**src/rtl/move_undo_stack_if.sv**
```systemverilog
// Board-write / undo signal bundle between game_logic and move_undo_stack.
// The master side is game_logic; the slave side is the undo stack.
interface move_undo_stack_if #(
    parameter int PTR_W   = 5,
    parameter int ADDR_W  = 6,
    parameter int PIECE_W = 4
);
    logic               wr_en;
    logic [ADDR_W-1:0]  wr_addr;
    logic [PIECE_W-1:0] wr_piece;
    logic [PIECE_W-1:0] wr_old_piece;
    logic               wr_first;
    logic               undo_req;
    logic               clear;
    logic               board_we;
    logic [ADDR_W-1:0]  board_addr;
    logic [PIECE_W-1:0] board_piece;
    logic               busy;
    logic [PTR_W:0]     count;
    logic               empty;
    logic               full;
    logic               dropped;

    modport master (
        output wr_en, wr_addr, wr_piece, wr_old_piece, wr_first, undo_req, clear,
        input  board_we, board_addr, board_piece, busy, count, empty, full, dropped
    );

    modport slave (
        input  wr_en, wr_addr, wr_piece, wr_old_piece, wr_first, undo_req, clear,
        output board_we, board_addr, board_piece, busy, count, empty, full, dropped
    );
endinterface

```
**src/rtl/move_undo_stack.sv**
```systemverilog
// Move undo stack: forwards board writes with one cycle of latency, logs each
// write's previous contents in a ring-buffer LIFO, and on undo replays the old
// pieces newest-first until the first write of the most recent move is restored.
module move_undo_stack #(
    parameter int DEPTH   = 32,
    parameter int PTR_W   = 5,
    parameter int ADDR_W  = 6,
    parameter int PIECE_W = 4
) (
    input  logic               CLK,
    input  logic               RESET,
    move_undo_stack_if.slave   bus
);
    localparam int ENTRY_W = ADDR_W + PIECE_W + 1;

    localparam logic [0:0] ST_IDLE = 1'b0;
    localparam logic [0:0] ST_UNDO = 1'b1;

    localparam logic [PTR_W-1:0] PTR_ONE  = 1;
    localparam logic [PTR_W:0]   CNT_ONE  = 1;
    localparam logic [PTR_W:0]   CNT_ZERO = 0;
    localparam logic [PTR_W:0]   CNT_FULL = (PTR_W+1)'(DEPTH);

    logic [0:0]         state;
    logic [PTR_W-1:0]   head;
    logic [PTR_W:0]     count;
    logic               dropped;
    logic [ENTRY_W-1:0] ram [DEPTH];

    logic               board_we_p1;
    logic [ADDR_W-1:0]  board_addr_p1;
    logic [PIECE_W-1:0] board_piece_p1;

    logic [PTR_W-1:0]   top_ptr;
    logic [ENTRY_W-1:0] top_entry;
    logic [ADDR_W-1:0]  pop_addr;
    logic [PIECE_W-1:0] pop_old;
    logic               pop_first;
    logic               last_pop;
    logic               push;

    // Newest entry sits just below head; it is read combinationally so a pop
    // can be turned into a board write in the same cycle.
    assign top_ptr   = head - PTR_ONE;
    assign top_entry = ram[top_ptr];
    assign pop_addr  = top_entry[ENTRY_W-1 -: ADDR_W];
    assign pop_old   = top_entry[PIECE_W:1];
    assign pop_first = top_entry[0];
    assign last_pop  = pop_first || (count == CNT_ONE);

    // Writes are only logged while idle; during undo they are dropped.
    assign push = !RESET && !bus.clear && (state == ST_IDLE) && bus.wr_en;

    // Entry storage: full ring overwrites the oldest slot, no reset needed.
    always_ff @(posedge CLK) begin
        if (push) begin
            ram[head] <= {bus.wr_addr, bus.wr_old_piece, bus.wr_first};
        end
    end

    // Control state, history pointers and the registered board write port.
    always_ff @(posedge CLK) begin
        if (RESET) begin
            state          <= ST_IDLE;
            head           <= '0;
            count          <= '0;
            dropped        <= 1'b0;
            board_we_p1    <= 1'b0;
            board_addr_p1  <= '0;
            board_piece_p1 <= '0;
        end else if (bus.clear) begin
            state       <= ST_IDLE;
            head        <= '0;
            count       <= '0;
            dropped     <= 1'b0;
            board_we_p1 <= 1'b0;
        end else if (state == ST_IDLE) begin
            board_we_p1 <= 1'b0;
            if (bus.wr_en) begin
                // A write wins over a simultaneous undo request.
                board_we_p1    <= 1'b1;
                board_addr_p1  <= bus.wr_addr;
                board_piece_p1 <= bus.wr_piece;
                head           <= head + PTR_ONE;
                if (count != CNT_FULL) begin
                    count <= count + CNT_ONE;
                end
            end else if (bus.undo_req && (count != CNT_ZERO)) begin
                state <= ST_UNDO;
            end
        end else begin
            if (bus.wr_en) begin
                dropped <= 1'b1;
            end
            board_we_p1    <= 1'b1;
            board_addr_p1  <= pop_addr;
            board_piece_p1 <= pop_old;
            head           <= top_ptr;
            count          <= count - CNT_ONE;
            if (last_pop) begin
                state <= ST_IDLE;
            end
        end
    end

    assign bus.board_we    = board_we_p1;
    assign bus.board_addr  = board_addr_p1;
    assign bus.board_piece = board_piece_p1;
    assign bus.busy        = (state == ST_UNDO);
    assign bus.count       = count;
    assign bus.empty       = (count == CNT_ZERO);
    assign bus.full        = (count == CNT_FULL);
    assign bus.dropped     = dropped;
endmodule
```
**src/flat_wrapper.sv**
```systemverilog
// flat-port wrapper written by rule: the top's interface ports become plain ports
module move_undo_stack_flat 
#(
    parameter int DEPTH   = 32,
    parameter int PTR_W   = 5,
    parameter int ADDR_W  = 6,
    parameter int PIECE_W = 4
)
  (CLK, RESET, bus_wr_en, bus_wr_addr, bus_wr_piece, bus_wr_old_piece, bus_wr_first, bus_undo_req, bus_clear, bus_board_we, bus_board_addr, bus_board_piece, bus_busy, bus_count, bus_empty, bus_full, bus_dropped);
  move_undo_stack_if #(.PTR_W(PTR_W), .ADDR_W(ADDR_W), .PIECE_W(PIECE_W)) bus_i ();
  input  logic CLK;
  input  logic RESET;
  input wire logic [$bits(bus_i.wr_en)-1:0] bus_wr_en;
  input wire logic [$bits(bus_i.wr_addr)-1:0] bus_wr_addr;
  input wire logic [$bits(bus_i.wr_piece)-1:0] bus_wr_piece;
  input wire logic [$bits(bus_i.wr_old_piece)-1:0] bus_wr_old_piece;
  input wire logic [$bits(bus_i.wr_first)-1:0] bus_wr_first;
  input wire logic [$bits(bus_i.undo_req)-1:0] bus_undo_req;
  input wire logic [$bits(bus_i.clear)-1:0] bus_clear;
  output wire logic [$bits(bus_i.board_we)-1:0] bus_board_we;
  output wire logic [$bits(bus_i.board_addr)-1:0] bus_board_addr;
  output wire logic [$bits(bus_i.board_piece)-1:0] bus_board_piece;
  output wire logic [$bits(bus_i.busy)-1:0] bus_busy;
  output wire logic [$bits(bus_i.count)-1:0] bus_count;
  output wire logic [$bits(bus_i.empty)-1:0] bus_empty;
  output wire logic [$bits(bus_i.full)-1:0] bus_full;
  output wire logic [$bits(bus_i.dropped)-1:0] bus_dropped;
  assign bus_i.wr_en = bus_wr_en;
  assign bus_i.wr_addr = bus_wr_addr;
  assign bus_i.wr_piece = bus_wr_piece;
  assign bus_i.wr_old_piece = bus_wr_old_piece;
  assign bus_i.wr_first = bus_wr_first;
  assign bus_i.undo_req = bus_undo_req;
  assign bus_i.clear = bus_clear;
  assign bus_board_we = bus_i.board_we;
  assign bus_board_addr = bus_i.board_addr;
  assign bus_board_piece = bus_i.board_piece;
  assign bus_busy = bus_i.busy;
  assign bus_count = bus_i.count;
  assign bus_empty = bus_i.empty;
  assign bus_full = bus_i.full;
  assign bus_dropped = bus_i.dropped;
  move_undo_stack #(.DEPTH(DEPTH), .PTR_W(PTR_W), .ADDR_W(ADDR_W), .PIECE_W(PIECE_W)) u_core (.CLK(CLK), .RESET(RESET), .bus(bus_i));
endmodule
```
**config.mk**
```make
export PLATFORM = sky130hd
export DESIGN_NAME = move_undo_stack_flat
export DESIGN_NICKNAME = d
export VERILOG_FILES = /design/src/rtl/move_undo_stack_if.sv /design/src/rtl/move_undo_stack.sv /design/src/flat_wrapper.sv
export SDC_FILE = /design/constraint.sdc
export NUM_CORES = 1
export LEC_CHECK = 0
export CORE_UTILIZATION = 35
export DETAILED_ROUTE_END_ITERATION = 12
export REMOVE_ABC_BUFFERS = 1
export SYNTH_ARGS = -nofsm -noshare
export SYNTH_HDL_FRONTEND = slang
export SYNTH_SLANG_ARGS = --single-unit
export TNS_END_PERCENT = 5
```
**constraint.sdc**
```tcl
create_clock -name CLK -period 3.7 [get_ports CLK]
set_input_delay 0.555 -clock CLK [delete_from_list [all_inputs] [get_ports CLK]]
set_output_delay 0.555 -clock CLK [all_outputs]
set_load 0.02 [all_outputs]
```
Word level (Yosys, flattened, before mapping):

Memory sizes are Yosys's and may differ from the RTL's.
Index checks and enable logic that the tools add are counted.

* bits of input ports: 20
* memories kept: 1
* ROM bits: 0
* memory bits (writable): 352
* flip-flop bits (word level): 24
* output and inout bits: 21
* latch bits: 0
* word-level logic and storage cells: 49

Memories
* u_core.ram: depth 32, width 11, read ports 1, clocked after memory_dff 0, wr ports 1, RTL line move_undo_stack.sv:28 `logic [ENTRY_W-1:0] ram [DEPTH];`

* eq/ne operators: 3
* multiply operators: 0
* add/sub/neg operators: 4
* reduce and logical (&&, ||, !) cells: 15
* multiplexer cells: 17
* magnitude comparators: 0
* shift-type cells: 0
* divide/modulo/power cells: 0
* bitwise operators: 2

Operators with widths (count)
* $mux W6: 5
* $mux W5: 2
* $mux W1: 8
* $mux W4: 2
* $add A6 B1 Y6 const B: 1
* $eq A6 B1 Y1 const B: 1
* $eq A6 B6 Y1 const B: 1
* $logic_not A6 Y1: 1
* $ne A6 B6 Y1 const B: 1
* $reduce_and A2 Y1: 3
* $reduce_bool A6 Y1: 1
* $sub A6 B1 Y6 const B: 1
* $add A5 B1 Y5 const B: 1
* $sub A5 B1 Y5 const B: 1
* $logic_and A1 B1 Y1: 4
* $reduce_bool A2 Y1: 2
* $logic_not A1 Y1: 2
* $not A1 Y1: 2
* $reduce_or A2 Y1: 1
* $logic_or A1 B1 Y1: 1

Logic depth before layout (Yosys ltp):

* depth in word-level cells: 6
* depth in mapped cells: 12
* mapped depth without buffers: 7

Least setup slack after synthesis:

No wires, ideal clock.

* path kind: reg2reg
* start point: reg u_core.head[0]
* end point: reg u_core.board_piece_p1[2] (netlist: u_core.bus.board_piece[2])
* stages on the path, launching flop included: 11
* data arrival time: 2.487 ns
* required time: 3.571 ns
* setup slack: 1.084 ns
* setup time: 0.129 ns
* path through: dfxtp_1 buf_2 buf_2 inv_1 ha_1 clkbuf_1 buf_1 mux4_2 mux2_2 nand3_1 a32oi_1

* longest elaborated chain between the ends: 3

Ends and longest elaborated chain
* from (decl): RTL line move_undo_stack.sv:25 `logic [PTR_W-1:0] head;`
* from (signal assigned): RTL line move_undo_stack.sv:84 `head <= head + PTR_ONE;`
* from (signal assigned): RTL line move_undo_stack.sv:98 `head <= top_ptr;`
* $sub A5 B1 Y5: RTL line move_undo_stack.sv:44 `assign top_ptr = head - PTR_ONE;`
* $mem_v2 Z32 W11
* $mux W4: RTL line move_undo_stack.sv:77 `end else if (state == ST_IDLE) begin`
* to (signal assigned): RTL line move_undo_stack.sv:83 `board_piece_p1 <= bus.wr_piece;`
* to (signal assigned): RTL line move_undo_stack.sv:97 `board_piece_p1 <= pop_old;`
* to (decl): RTL line move_undo_stack.sv:32 `logic [PIECE_W-1:0] board_piece_p1;`

Every way passes these cells.
A chain may end at the register's enable or synchronous reset.

Worst setup path after layout:

* start point: reg u_core.head[1]
* end point: reg u_core.board_addr_p1[2] (netlist: u_core.bus.board_addr[2])

* longest elaborated chain between the ends: 3

Ends and longest elaborated chain
* $sub A5 B1 Y5: RTL line move_undo_stack.sv:44
* $mem_v2 Z32 W11
* $mux W6: RTL line move_undo_stack.sv:77
* to (signal assigned): RTL line move_undo_stack.sv:82 `board_addr_p1 <= bus.wr_addr;`
* to (signal assigned): RTL line move_undo_stack.sv:96 `board_addr_p1 <= pop_addr;`
* to (decl): RTL line move_undo_stack.sv:31 `logic [ADDR_W-1:0] board_addr_p1;`

Every way passes these cells.

==> implementation parameters <==
Parameter                              Value

Final layout
  Antenna diode count    0
  Nets    1091
  Area growth from synthesis to layout    16.8%
  Final standard cell utilization of the core    0.419
  Fraction of layout cells with a size suffix above 1    0.165
  Non-filler cells, final    1666

Detailed routing
  Total via count after detailed routing    8948
  Initial drt markers    1202
  Vias per inst    around 5.4
  Average detailed-routed wire length per instance    roughly 24 um
  Drt total wl    40.2 mm
  Remaining number of nets flagged by the antenna check after routing    0
  Residual DRC count    0
  Drt pass-1 iters    6

Timing
  Setup violators final    0
  Fin Hold WS    0.489 ns
  Max-Slew Margin vs Limit    0.269
  Worst Setup Slack, final    between 0.5 and 0.6 ns
  Final hold violation count    0
  Setup repair after global routing missed its margin    false
  Summed negative setup slack over all endpoints    0 ns
  Final-report max-slew violation count    0
  Minimum period implied by the final worst setup slack    slightly above 3 ns
  Maximum operating frequency    323 MHz
  Part of the cycle the worst path needs    0.838
  Largest clock skew in the final design    0.0232 ns
  Transition time of the tightest slew-check pin    1.10 ns

Worst setup path
  Critical path type    flop to flop
  Critical Path Fanout Max    38
  Kind of start point of the critical path    flop
  Slowest library cell on the worst path    xnor2_4
  Cell-by-cell listing of the critical path    inv_1 -> ha_1 -> xnor2_4 -> buf_12 -> nand2_1 -> a32oi_1 -> a311oi_1 -> a22oi_1
  Worst path arrival time    approximately 3.6 ns
  Delay of the slowest cell on the worst path    0.91 ns
  Data required time of the critical path    4.16 ns
  Element type at the critical path end    flop

Place
  HPWL after detailed placement    26.0 mm
  Gpl congestion    0.901
  Instance count after placement with tap cells included    1598
  Worst slack at placement    0.667 ns
  Port Buf Inserts    40

Synthesis
  Proportion of register bits with asynchronous set or reset after synthesis    0
  Register bit total from synthesis    376
  Instance count of the mapped netlist    970
  Most numerous cell in the Yosys netlist    edfxtp_1
  Synth cell count leaders    edfxtp_1 (352), nand2_1 (172), nor2_1 (61)
  Library cells used by synthesis    49
  Proportion of netlist area held by the largest area contributor    0.697
  Mean post-synth cell area    between 15 and 20 sq um
  Part of the Yosys area used for sequential elements    0.728
  Most area-consuming cells after synthesis    edfxtp_1 (70%), mux4_2 (7.1%), nand2_1 (4.3%)
  Post-synth EDFFs    352
  Count of synthesis-stage warnings from yosys    0
  Post-Syn Area    15200 sq um
  Leading register cell type out of synthesis    edfxtp_1
  Largest area contributor in the synthesized netlist    edfxtp_1

Clocking
  Post-CTS setup buffers    0
  Clock buffers created by TritonCTS    39
  CTS tree    built
  H-tree lvl count    2
  Clock sink count    376
  Quantity of hold-fixing buffers added after cts    0
  Clock tree buffer depth    3
  Clock slew at reported path FFs    0.06 ns
  Number of gates resized after CTS    0
  Worst skew pair latency    0.53 ns
  Root buffer cell    clkbuf_16

Global routing
  Residual overflow from global routing    0
  Largest net degree at the start of global routing    54
  First-pass GRT wire length    59.3 mm
  Gr usage total    0.185
  Vias in the first global route    ~9000
  Antenna violations before repair    0

Min path
  Worst Hold Class    flop to flop

Floorplanning
  Top-Level Pins    just over 40
  Width of the die    210 um
  Starting Density    0.359
  Core outline area    about 42000 sq um
  Area of the die    around 44000 sq um
  Die height    210 um
  Row count    75

Pwr
  Total power divided by cell area    499 nW/um^2
  Static leakage power    0.00591 uW
  Max IR drop VDD    0.000281 V

Outcome
  Status    completed

Job
  Reported max-cap violation count    0
[critical path: cells and delay by family, from the launching register on]
kind / cells / cell delay (ns)
AO/OA/AOI/OAI: 3 / 0.75
XOR/XNOR: 1 / 0.91
adder cells (fa/ha/maj): 1 / 0.38
buffers and inverters: 2 / 0.42
flip-flops: 1 / 0.46
AND/OR/NAND/NOR: 1 / 0.10
[cell usage in the layout (no fill, tap or decap), types with 9 or more instances in the layout]
cell / instances
nor2_1: 61
a21oi_1: 13
nand3_1: 26
and3_1: 9
nand4_1: 13
clkbuf_16: 39
a22oi_1: 10
o21ai_0: 12
nand2_1: 172
buf_4: 67
mux2i_1: 33
edfxtp_1: 352
inv_1: 15
clkdlybuf4s50_1: 35
clkbuf_1: 11
clkinv_1: 9
a311oi_1: 11
dfxtp_1: 23
mux4_2: 48
o21bai_1: 11
a32oi_1: 39
[registers in the layout, indices dropped and copies added (netlist names)]
name                    count
u_core.bus.board_addr       6
u_core.bus.board_piece      4
u_core.bus.board_we         1
u_core.bus.busy             1
u_core.bus.count            6
u_core.bus.dropped          1
u_core.head                 5
u_core.ram                352
[area by class of cell]
cell class,instances,area (sq um)
fillers,3792,24600
flip-flops and latches,376,11100
multi-input cells,521,3840
clock buffers,50,1020
repair buffers,109,918
well taps,577,722
clock inverters,18,114
inverters,15,56.3
[cell families after synthesis]
| logic type | share of synthesized area |
|---|---|
| compound gates | 0.0531 |
| xor+xnor | 0.00907 |
| fa+ha+maj | 0.00742 |
| buf+inv | 0.0204 |
| flops | 0.728 |
| mux | 0.0937 |
| simple gates | 0.0881 |
[stage by stage]
stage               cell area (sq um)  power, uW
detailed placement              16600       5370
global route                    17700       9110
CTS                             17700       8920
finish                          17700       8850
global placement                16600       5370
floorplan                       14900       5080
[routing by layer]
metal  wire length (um)  GRT usage
met5                  0          0
met4               1280     0.0667
met3               3010     0.0350
met2              18500      0.287
met1              17400      0.259
[path summary, 6_finish.rpt]
kind	start	endpoint	slack, ns	depth (start not counted)
worst max register to register	u_core.head[1]	u_core.bus.board_addr[2]	0.60	8
worst max-delay path	u_core.head[1]	u_core.bus.board_addr[2]	0.60	8
worst min-delay path	u_core.bus.dropped	u_core.bus.dropped	0.49	2
worst min register to register	u_core.bus.dropped	u_core.bus.dropped	0.49	2
[report_power, final]
part | switching, uW | total (uW) | internal, uW
Clock | 1550 | 3560 | 2010
Combinational | 400 | 606 | 206
Sequential | 16.9 | 4680 | 4660
Total | 1970 | 8850 | 6880
No activity file was read; power rests on OpenSTA's default activity.
